$ cat config.mk
export PLATFORM = sky130hd
export DESIGN_NAME = multicyc_fsm_ctrl
export DESIGN_NICKNAME = d
export VERILOG_FILES = /design/src/rtl/multicyc_fsm_ctrl.sv
export SDC_FILE = /design/constraint.sdc
export NUM_CORES = 1
export LEC_CHECK = 0
export ABC_AREA = 1
export BUFFER_PORTS_ARGS = -buffer_cell sky130_fd_sc_hd__clkbuf_2
export CORE_ASPECT_RATIO = 0.9
export CORE_UTILIZATION = 54
export DETAILED_ROUTE_END_ITERATION = 8
export PLACE_DENSITY = 0.8
export SLEW_MARGIN = 10
export SYNTH_ARGS = -nofsm -noshare
export SYNTH_HDL_FRONTEND = slang
export SYNTH_SLANG_ARGS = --single-unit
$ cat constraint.sdc
create_clock -name iClk -period 2.7 [get_ports iClk]
set_clock_uncertainty 0.2 [all_clocks]
set_input_delay 0.135 -clock iClk [delete_from_list [all_inputs] [get_ports iClk]]
set_output_delay 0.135 -clock iClk [all_outputs]
set_load 0.01 [all_outputs]
$ cat src/rtl/multicyc_fsm_ctrl.sv
// -----------------------------------------------------------------------------
// multicyc_fsm_ctrl
// Main sequencing FSM of the multicycle MIPS core. It steers the shared ALU,
// the single memory port, the IR/PC/regfile write enables and the datapath
// muxes state by state. It also counts retired instructions and halts on an
// illegal instruction or on a memory access that stays not-ready too long.
//
// Parameters
//   MEM_TIMEOUT : consecutive not-ready cycles in a memory state before HALT
//                 (0 disables the timeout)
//   CNT_W       : width of the retired-instruction counter
//
// Ports
//   iClk, iRst            : clock, asynchronous active-high reset
//   iOpCode, iFunct       : IR[31:26], IR[5:0]
//   iAluZero              : ALU zero flag (same cycle)
//   iMemReady             : memory completes the current access this cycle
//   oMemRead, oMemWrite   : memory strobes
//   oIorD                 : memory address select (0 PC, 1 ALUOut)
//   oIRWrite, oPCWrite    : IR / PC load enables
//   oPCSrc                : 00 ALU, 01 ALUOut, 10 jump target, 11 rs
//   oALUSrcA, oALUSrcB    : ALU operand selects
//   oALUOp                : 00 add, 01 sub, 10 by funct, 11 by opcode
//   oRegWrite, oRegDst,
//   oMemtoReg             : regfile write enable and selects
//   oState                : current state code
//   oRetired              : retired instruction count
//   oIllegal, oTimeout    : sticky halt causes
// -----------------------------------------------------------------------------
module multicyc_fsm_ctrl #(
  parameter int MEM_TIMEOUT = 16,
  parameter int CNT_W       = 32
) (
  input  logic             iClk,
  input  logic             iRst,
  input  logic [5:0]       iOpCode,
  input  logic [5:0]       iFunct,
  input  logic             iAluZero,
  input  logic             iMemReady,
  output logic             oMemRead,
  output logic             oMemWrite,
  output logic             oIorD,
  output logic             oIRWrite,
  output logic             oPCWrite,
  output logic [1:0]       oPCSrc,
  output logic             oALUSrcA,
  output logic [1:0]       oALUSrcB,
  output logic [1:0]       oALUOp,
  output logic             oRegWrite,
  output logic [1:0]       oRegDst,
  output logic [1:0]       oMemtoReg,
  output logic [3:0]       oState,
  output logic [CNT_W-1:0] oRetired,
  output logic             oIllegal,
  output logic             oTimeout
);

  typedef enum logic [3:0] {
    S_FETCH    = 4'd0,
    S_DECODE   = 4'd1,
    S_MEM_ADDR = 4'd2,
    S_MEM_RD   = 4'd3,
    S_WB_MEM   = 4'd4,
    S_MEM_WR   = 4'd5,
    S_EXEC_R   = 4'd6,
    S_WB_R     = 4'd7,
    S_EXEC_I   = 4'd8,
    S_WB_I     = 4'd9,
    S_BRANCH   = 4'd10,
    S_JUMP     = 4'd11,
    S_JR       = 4'd12,
    S_HALT     = 4'd15
  } state_t;

  localparam logic [5:0] OP_R    = 6'h00;
  localparam logic [5:0] OP_J    = 6'h02;
  localparam logic [5:0] OP_JAL  = 6'h03;
  localparam logic [5:0] OP_BEQ  = 6'h04;
  localparam logic [5:0] OP_BNE  = 6'h05;
  localparam logic [5:0] OP_ADDI = 6'h08;
  localparam logic [5:0] OP_ADDIU= 6'h09;
  localparam logic [5:0] OP_SLTI = 6'h0A;
  localparam logic [5:0] OP_SLTIU= 6'h0B;
  localparam logic [5:0] OP_ANDI = 6'h0C;
  localparam logic [5:0] OP_ORI  = 6'h0D;
  localparam logic [5:0] OP_LUI  = 6'h0F;
  localparam logic [5:0] OP_LW   = 6'h23;
  localparam logic [5:0] OP_SW   = 6'h2B;

  localparam logic [5:0] FN_JR   = 6'h08;
  localparam logic [5:0] FN_JALR = 6'h09;

  // The wait counter only has to reach MEM_TIMEOUT-1; the timeout fires on
  // the not-ready cycle observed while it holds that value.
  localparam int WAIT_W = (MEM_TIMEOUT > 1) ? $clog2(MEM_TIMEOUT) : 1;
  localparam logic [WAIT_W-1:0] WAIT_LAST =
    (MEM_TIMEOUT > 0) ? WAIT_W'(MEM_TIMEOUT - 1) : '0;

  state_t            r_state;
  state_t            w_next;
  logic [WAIT_W-1:0] r_wait;
  logic [CNT_W-1:0]  r_retired;
  logic              r_illegal;
  logic              r_timeout;

  logic       w_in_mem;
  logic       w_stall;
  logic       w_timeout_hit;
  logic       w_funct_legal;
  logic       w_mem_read, w_mem_write, w_iord, w_irwrite, w_pcwrite;
  logic       w_alusrca, w_regwrite;
  logic [1:0] w_pcsrc, w_alusrcb, w_aluop, w_regdst, w_memtoreg;

  assign w_in_mem      = (r_state == S_FETCH) || (r_state == S_MEM_RD) ||
                         (r_state == S_MEM_WR);
  assign w_stall       = w_in_mem && !iMemReady;
  assign w_timeout_hit = (MEM_TIMEOUT > 0) && w_stall && (r_wait == WAIT_LAST);
  assign w_funct_legal = iFunct inside {6'h00, 6'h02, 6'h03, 6'h04, 6'h06,
                                        6'h07, [6'h20:6'h27], 6'h2A};

  always_comb begin
    w_next      = r_state;
    w_mem_read  = 1'b0;
    w_mem_write = 1'b0;
    w_iord      = 1'b0;
    w_irwrite   = 1'b0;
    w_pcwrite   = 1'b0;
    w_pcsrc     = 2'b00;
    w_alusrca   = 1'b0;
    w_alusrcb   = 2'b00;
    w_aluop     = 2'b00;
    w_regwrite  = 1'b0;
    w_regdst    = 2'b00;
    w_memtoreg  = 2'b00;
    case (r_state)
      S_FETCH: begin
        w_mem_read = 1'b1;
        w_alusrcb  = 2'b01;
        w_irwrite  = iMemReady;
        w_pcwrite  = iMemReady;
        if (iMemReady)          w_next = S_DECODE;
        else if (w_timeout_hit) w_next = S_HALT;
      end
      S_DECODE: begin
        // Branch target computed speculatively into ALUOut.
        w_alusrcb = 2'b11;
        case (iOpCode)
          OP_LW, OP_SW:   w_next = S_MEM_ADDR;
          OP_R: begin
            if (iFunct == FN_JR || iFunct == FN_JALR) w_next = S_JR;
            else if (w_funct_legal)                   w_next = S_EXEC_R;
            else                                      w_next = S_HALT;
          end
          OP_ADDI, OP_ADDIU, OP_SLTI, OP_SLTIU,
          OP_ANDI, OP_ORI, OP_LUI: w_next = S_EXEC_I;
          OP_BEQ, OP_BNE:  w_next = S_BRANCH;
          OP_J, OP_JAL:    w_next = S_JUMP;
          default:         w_next = S_HALT;
        endcase
      end
      S_MEM_ADDR: begin
        w_alusrca = 1'b1;
        w_alusrcb = 2'b10;
        w_next    = (iOpCode == OP_LW) ? S_MEM_RD : S_MEM_WR;
      end
      S_MEM_RD: begin
        w_mem_read = 1'b1;
        w_iord     = 1'b1;
        if (iMemReady)          w_next = S_WB_MEM;
        else if (w_timeout_hit) w_next = S_HALT;
      end
      S_WB_MEM: begin
        w_regwrite = 1'b1;
        w_memtoreg = 2'b01;
        w_next     = S_FETCH;
      end
      S_MEM_WR: begin
        w_mem_write = 1'b1;
        w_iord      = 1'b1;
        if (iMemReady)          w_next = S_FETCH;
        else if (w_timeout_hit) w_next = S_HALT;
      end
      S_EXEC_R: begin
        w_alusrca = 1'b1;
        w_aluop   = 2'b10;
        w_next    = S_WB_R;
      end
      S_WB_R: begin
        w_regwrite = 1'b1;
        w_regdst   = 2'b01;
        w_next     = S_FETCH;
      end
      S_EXEC_I: begin
        w_alusrca = 1'b1;
        w_alusrcb = 2'b10;
        w_aluop   = 2'b11;
        w_next    = S_WB_I;
      end
      S_WB_I: begin
        w_regwrite = 1'b1;
        w_next     = S_FETCH;
      end
      S_BRANCH: begin
        w_alusrca = 1'b1;
        w_aluop   = 2'b01;
        w_pcsrc   = 2'b01;
        w_pcwrite = (iOpCode == OP_BNE) ? !iAluZero : iAluZero;
        w_next    = S_FETCH;
      end
      S_JUMP: begin
        w_pcwrite = 1'b1;
        w_pcsrc   = 2'b10;
        if (iOpCode == OP_JAL) begin
          // Link value is PC, which already holds PC+4 here.
          w_regwrite = 1'b1;
          w_regdst   = 2'b10;
          w_memtoreg = 2'b10;
        end
        w_next = S_FETCH;
      end
      S_JR: begin
        w_pcwrite = 1'b1;
        w_pcsrc   = 2'b11;
        if (iFunct == FN_JALR) begin
          w_regwrite = 1'b1;
          w_regdst   = 2'b01;
          w_memtoreg = 2'b10;
        end
        w_next = S_FETCH;
      end
      S_HALT:  w_next = S_HALT;
      default: w_next = S_HALT;
    endcase
  end

  always_ff @(posedge iClk or posedge iRst) begin
    if (iRst) begin
      r_state   <= S_FETCH;
      r_wait    <= '0;
      r_retired <= '0;
      r_illegal <= 1'b0;
      r_timeout <= 1'b0;
    end else begin
      r_state <= w_next;
      // Any transition (including a ready) clears the wait count, so entry
      // into a memory state always starts from zero.
      if (w_stall && !w_timeout_hit) r_wait <= r_wait + WAIT_W'(1);
      else                           r_wait <= '0;
      if (r_state != S_FETCH && w_next == S_FETCH)
        r_retired <= r_retired + CNT_W'(1);
      if (r_state == S_DECODE && w_next == S_HALT)
        r_illegal <= 1'b1;
      if (w_timeout_hit)
        r_timeout <= 1'b1;
    end
  end

  // Strobes are suppressed for the whole reset pulse; mux selects simply
  // follow FETCH because the state register is already forced there.
  assign oMemRead  = w_mem_read  & ~iRst;
  assign oMemWrite = w_mem_write & ~iRst;
  assign oIRWrite  = w_irwrite   & ~iRst;
  assign oPCWrite  = w_pcwrite   & ~iRst;
  assign oRegWrite = w_regwrite  & ~iRst;
  assign oIorD     = w_iord;
  assign oPCSrc    = w_pcsrc;
  assign oALUSrcA  = w_alusrca;
  assign oALUSrcB  = w_alusrcb;
  assign oALUOp    = w_aluop;
  assign oRegDst   = w_regdst;
  assign oMemtoReg = w_memtoreg;
  assign oState    = r_state;
  assign oRetired  = r_retired;
  assign oIllegal  = r_illegal;
  assign oTimeout  = r_timeout;

endmodule

==> run_results.csv <==
group,metric,value,unit
outcome,status,"completed",
sta,slew_headroom,61.6,%
placed_design,dp_slack,-266,ps
detailed_routing,drc,0,
cts,clk_latency,300,ps
yosys,syn-num-nets,471,
yosys,synth-seq-cells,42,
floorplanning,coreArea,5290,µm²
floorplanning,design.portCount,71,
yosys,syn_area_per_cell,6.56,µm²
detailed_routing,drt_iter0_drc,268,
global_route,grtUsageTotal,29.0,%
worst_setup_path,critPathCaptureType,"output pin",
worst_setup_path,cp_top_family,"simple AND/OR/NAND/NOR gates",
layout,fin_nets,548,
worst_setup_path,worstSetupPathType,"reg2out",
sta,rsz0062_at_grt,"false",
yosys,yosysTopAreaCell,"dfrtp_1",
global_route,antenna_found_initial,0,
global_route,grt_pass1_wl,13100,µm
cts,numCtsBuffers,5,
floorplanning,row_count,25,
placed_design,gp_congestion,0.991,
layout,final_cell_mix,"nand2_1, clkbuf_2, nand3_1",
sta,worst_slew_pin_slew,576,ps
cts,cts_tree,"done",
worst_setup_path,crit_arrival,2090,ps
sta,hold_viol,0,
job,cap_violations,0,
yosys,synth_cells,453,
yosys,netlist_area,2970,µm²
cts,root_buffer,"clkbuf_8",
yosys,yosys_warnings,0,
worst_setup_path,crit_top_cell,"nor2_1",
sta,fmax,0.412,GHz
layout,areaGrowthSynthToFinish,18.8,%
cts,htree_levels,2,
global_route,grt_max_degree,43,
sta,hold_slack,8.06,ps
global_route,grt_pass1_vias,2857,
cts,clockBufferDepth,2,
cts,clock_sinks,42,
power,total_power,0.00280,W
layout,layout_commonest_cell,"nand2_1",
cts,cts.clk_slew.worst_paths,80,ps
sta,period_minus_slack,2430,ps
worst_setup_path,path_max_fanout,8,
detailed_routing,postRouteAntennaNets,0,
worst_setup_path,critPathLaunchType,"flip-flop",
detailed_routing,wl,7750,µm
worst_setup_path,cp_data_required_time,2370,ps
yosys,ys_types,24,
placed_design,port_buffers,70,
worst_setup_path,critPathSlowestCell,"dfrtp_1",
sta,final.setup.worst_slack,274,ps
yosys,synth_area_leaders,"dfrtp_1, nand2_1, nand3_1",
detailed_routing,viasPerCell,5.34,
floorplanning,start_util,56.2,%
yosys,ys_seq_area_share,35.4,%
detailed_routing,wl_per_cell,13.0,µm
hold_path,hp-class,"in2reg",
floorplanning,die_w,80.2,µm
floorplanning,die_area,5800,µm²
global_route,overflow,0,
worst_setup_path,critPathBufInv,1,
sta,setup_viol,0,
power,p_leak,2.00,nW
sta,fin_crit_sh,89.9,%
detailed_routing,via_count,3196,
sta,slew_violations,0,
detailed_routing,drt-pass1-iter-count,5,
worst_setup_path,max_stage_delay,480,ps
placed_design,dp_hpwl,5740,µm
layout,n_antenna_cell,0,
power,p_per_area,793,nW/µm²
yosys,synth_top_area_share,35.4,%
worst_setup_path,cp_cell_sequence,"nor2_1 > nand2_1 > nor2_1 > a21oi_1 > o21ai_0 > nand3_1 > a31oi_1 > clkbuf_2",
floorplanning,fp.dieH,72.4,µm
layout,layout-drive-gt1-share,17.1,%
power,ir_drop,0.000660,V
[worst register-to-register path, stage by stage, from the launching register on]
cell,delay [ps]
dfrtp_1,480
nor2_1,270
nand2_1,200
nand3_2,150
nand3_2,130
nand2_1,90
nand2_1,50
nand2_1,200
nor2_4,70
nand2_4,300
nand2_1,110
nand2_1,70
[where the power goes]
part / total [W] / internal, W / switching (W) / leakage, nW
combinational: 0.00154 / 0.000439 / 0.00110 / 1.38
clock: 0.000479 / 0.000258 / 0.000221 / 0.0575
sequential: 0.000780 / 0.000698 / 0.0000822 / 0.565
total: 0.00280 / 0.00140 / 0.00140 / 2.00
[stage by stage]
stage / TNS (ps) / area, µm² / utilization [%] / instances
finish: 0 / 3530 / 66.8 / 598
global route: 0 / 3530 / 66.8 / 598
CTS: 0 / 3510 / 66.4 / 596
detailed placement: -7360 / 3380 / 63.9 / 586
global placement: -4310 / 3380 / 63.9 / 586
floorplan: 0 / 2970 / - / 453
[worst paths after layout]
check | start | endpoint | slack (ps) | cells after the start
max | oState[3]$_DFF_PP0_ | oPCWrite | 270 | 8
max in group asynchronous | iRst | oRetired[0]$_DFFE_PP0P_ | 1560 | 4
max reg2reg | oState[3]$_DFF_PP0_ | oRetired[9]$_DFFE_PP0P_ | 330 | 11
min in group asynchronous | iRst | oState[1]$_DFF_PP0_ | 360 | 4
min reg2reg | r_wait[0]$_DFF_PP0_ | r_wait[0]$_DFF_PP0_ | 270 | 1
min | iMemReady | r_wait[2]$_DFF_PP0_ | 8 | 4
[synth_stat cells]
| library cell | number |
|---|---|
| nand2_1 | 163 |
| nand3_1 | 56 |
| nor2_1 | 53 |
| inv_1 | 49 |
| dfrtp_1 | 42 |
| nor3_1 | 19 |
| xor2_1 | 19 |
| xnor2_1 | 11 |
| buf_2 | 6 |
| a21oi_1 | 5 |
| nand4_1 | 5 |
| o21ai_0 | 5 |
| buf_6 | 3 |
| nand3b_1 | 3 |
| a31oi_1 | 2 |
| ha_1 | 2 |
| nand3_2 | 2 |
| nor2_4 | 2 |
| a211oi_1 | 1 |
| and2_1 | 1 |
| nand2_2 | 1 |
| nor3b_1 | 1 |
| nor4_1 | 1 |
| o22ai_1 | 1 |
[cell type report]
class                   instances  area (µm²)
well taps                      67        83.8
multi-input cells             354        1690
clock buffers                   8         110
repair buffers                 78         413
flip-flops and latches         42        1050
fillers                       488        1760
inverters                      49         184
[cell families after synthesis]
| group | share of synthesized area (%) |
|---|---|
| AO/OA/AOI/OAI | 2.57 |
| XOR/XNOR | 8.84 |
| adder cells (fa/ha/maj) | 0.842 |
| buffers and inverters | 8.34 |
| flip-flops | 35.4 |
| AND/OR/NAND/NOR | 44.0 |
[flip-flops by register name, summed over array words and instances, names as in the netlist]
name / cells
oIllegal: 1
oTimeout: 1
oState: 4
oRetired: 32
r_wait: 4
[timing repair]
| item | 4_1_cts | 5_1_grt |
|---|---|---|
| setup buffers | 0 | 2 |
| endpoints found under the setup margin | 32 | 32 |
| pin swaps | 1 | 1 |
| endpoints found under the hold margin | 42 | 0 |
| gates cloned | 1 | 0 |
| resized for setup | 1 | 1 |
| hold buffers | 1 | 0 |
[per-layer routing]
layer / wire [µm] / share of wire, % / track usage [%]
met4: 96 / 1.2 / 8.33
met3: 407 / 5.3 / 4.91
met1: 3800 / 49 / 42.4
met2: 3440 / 44 / 44.3
met5: 0 / 0 / 0
Note: power is estimated with default switching activity, not from simulation.
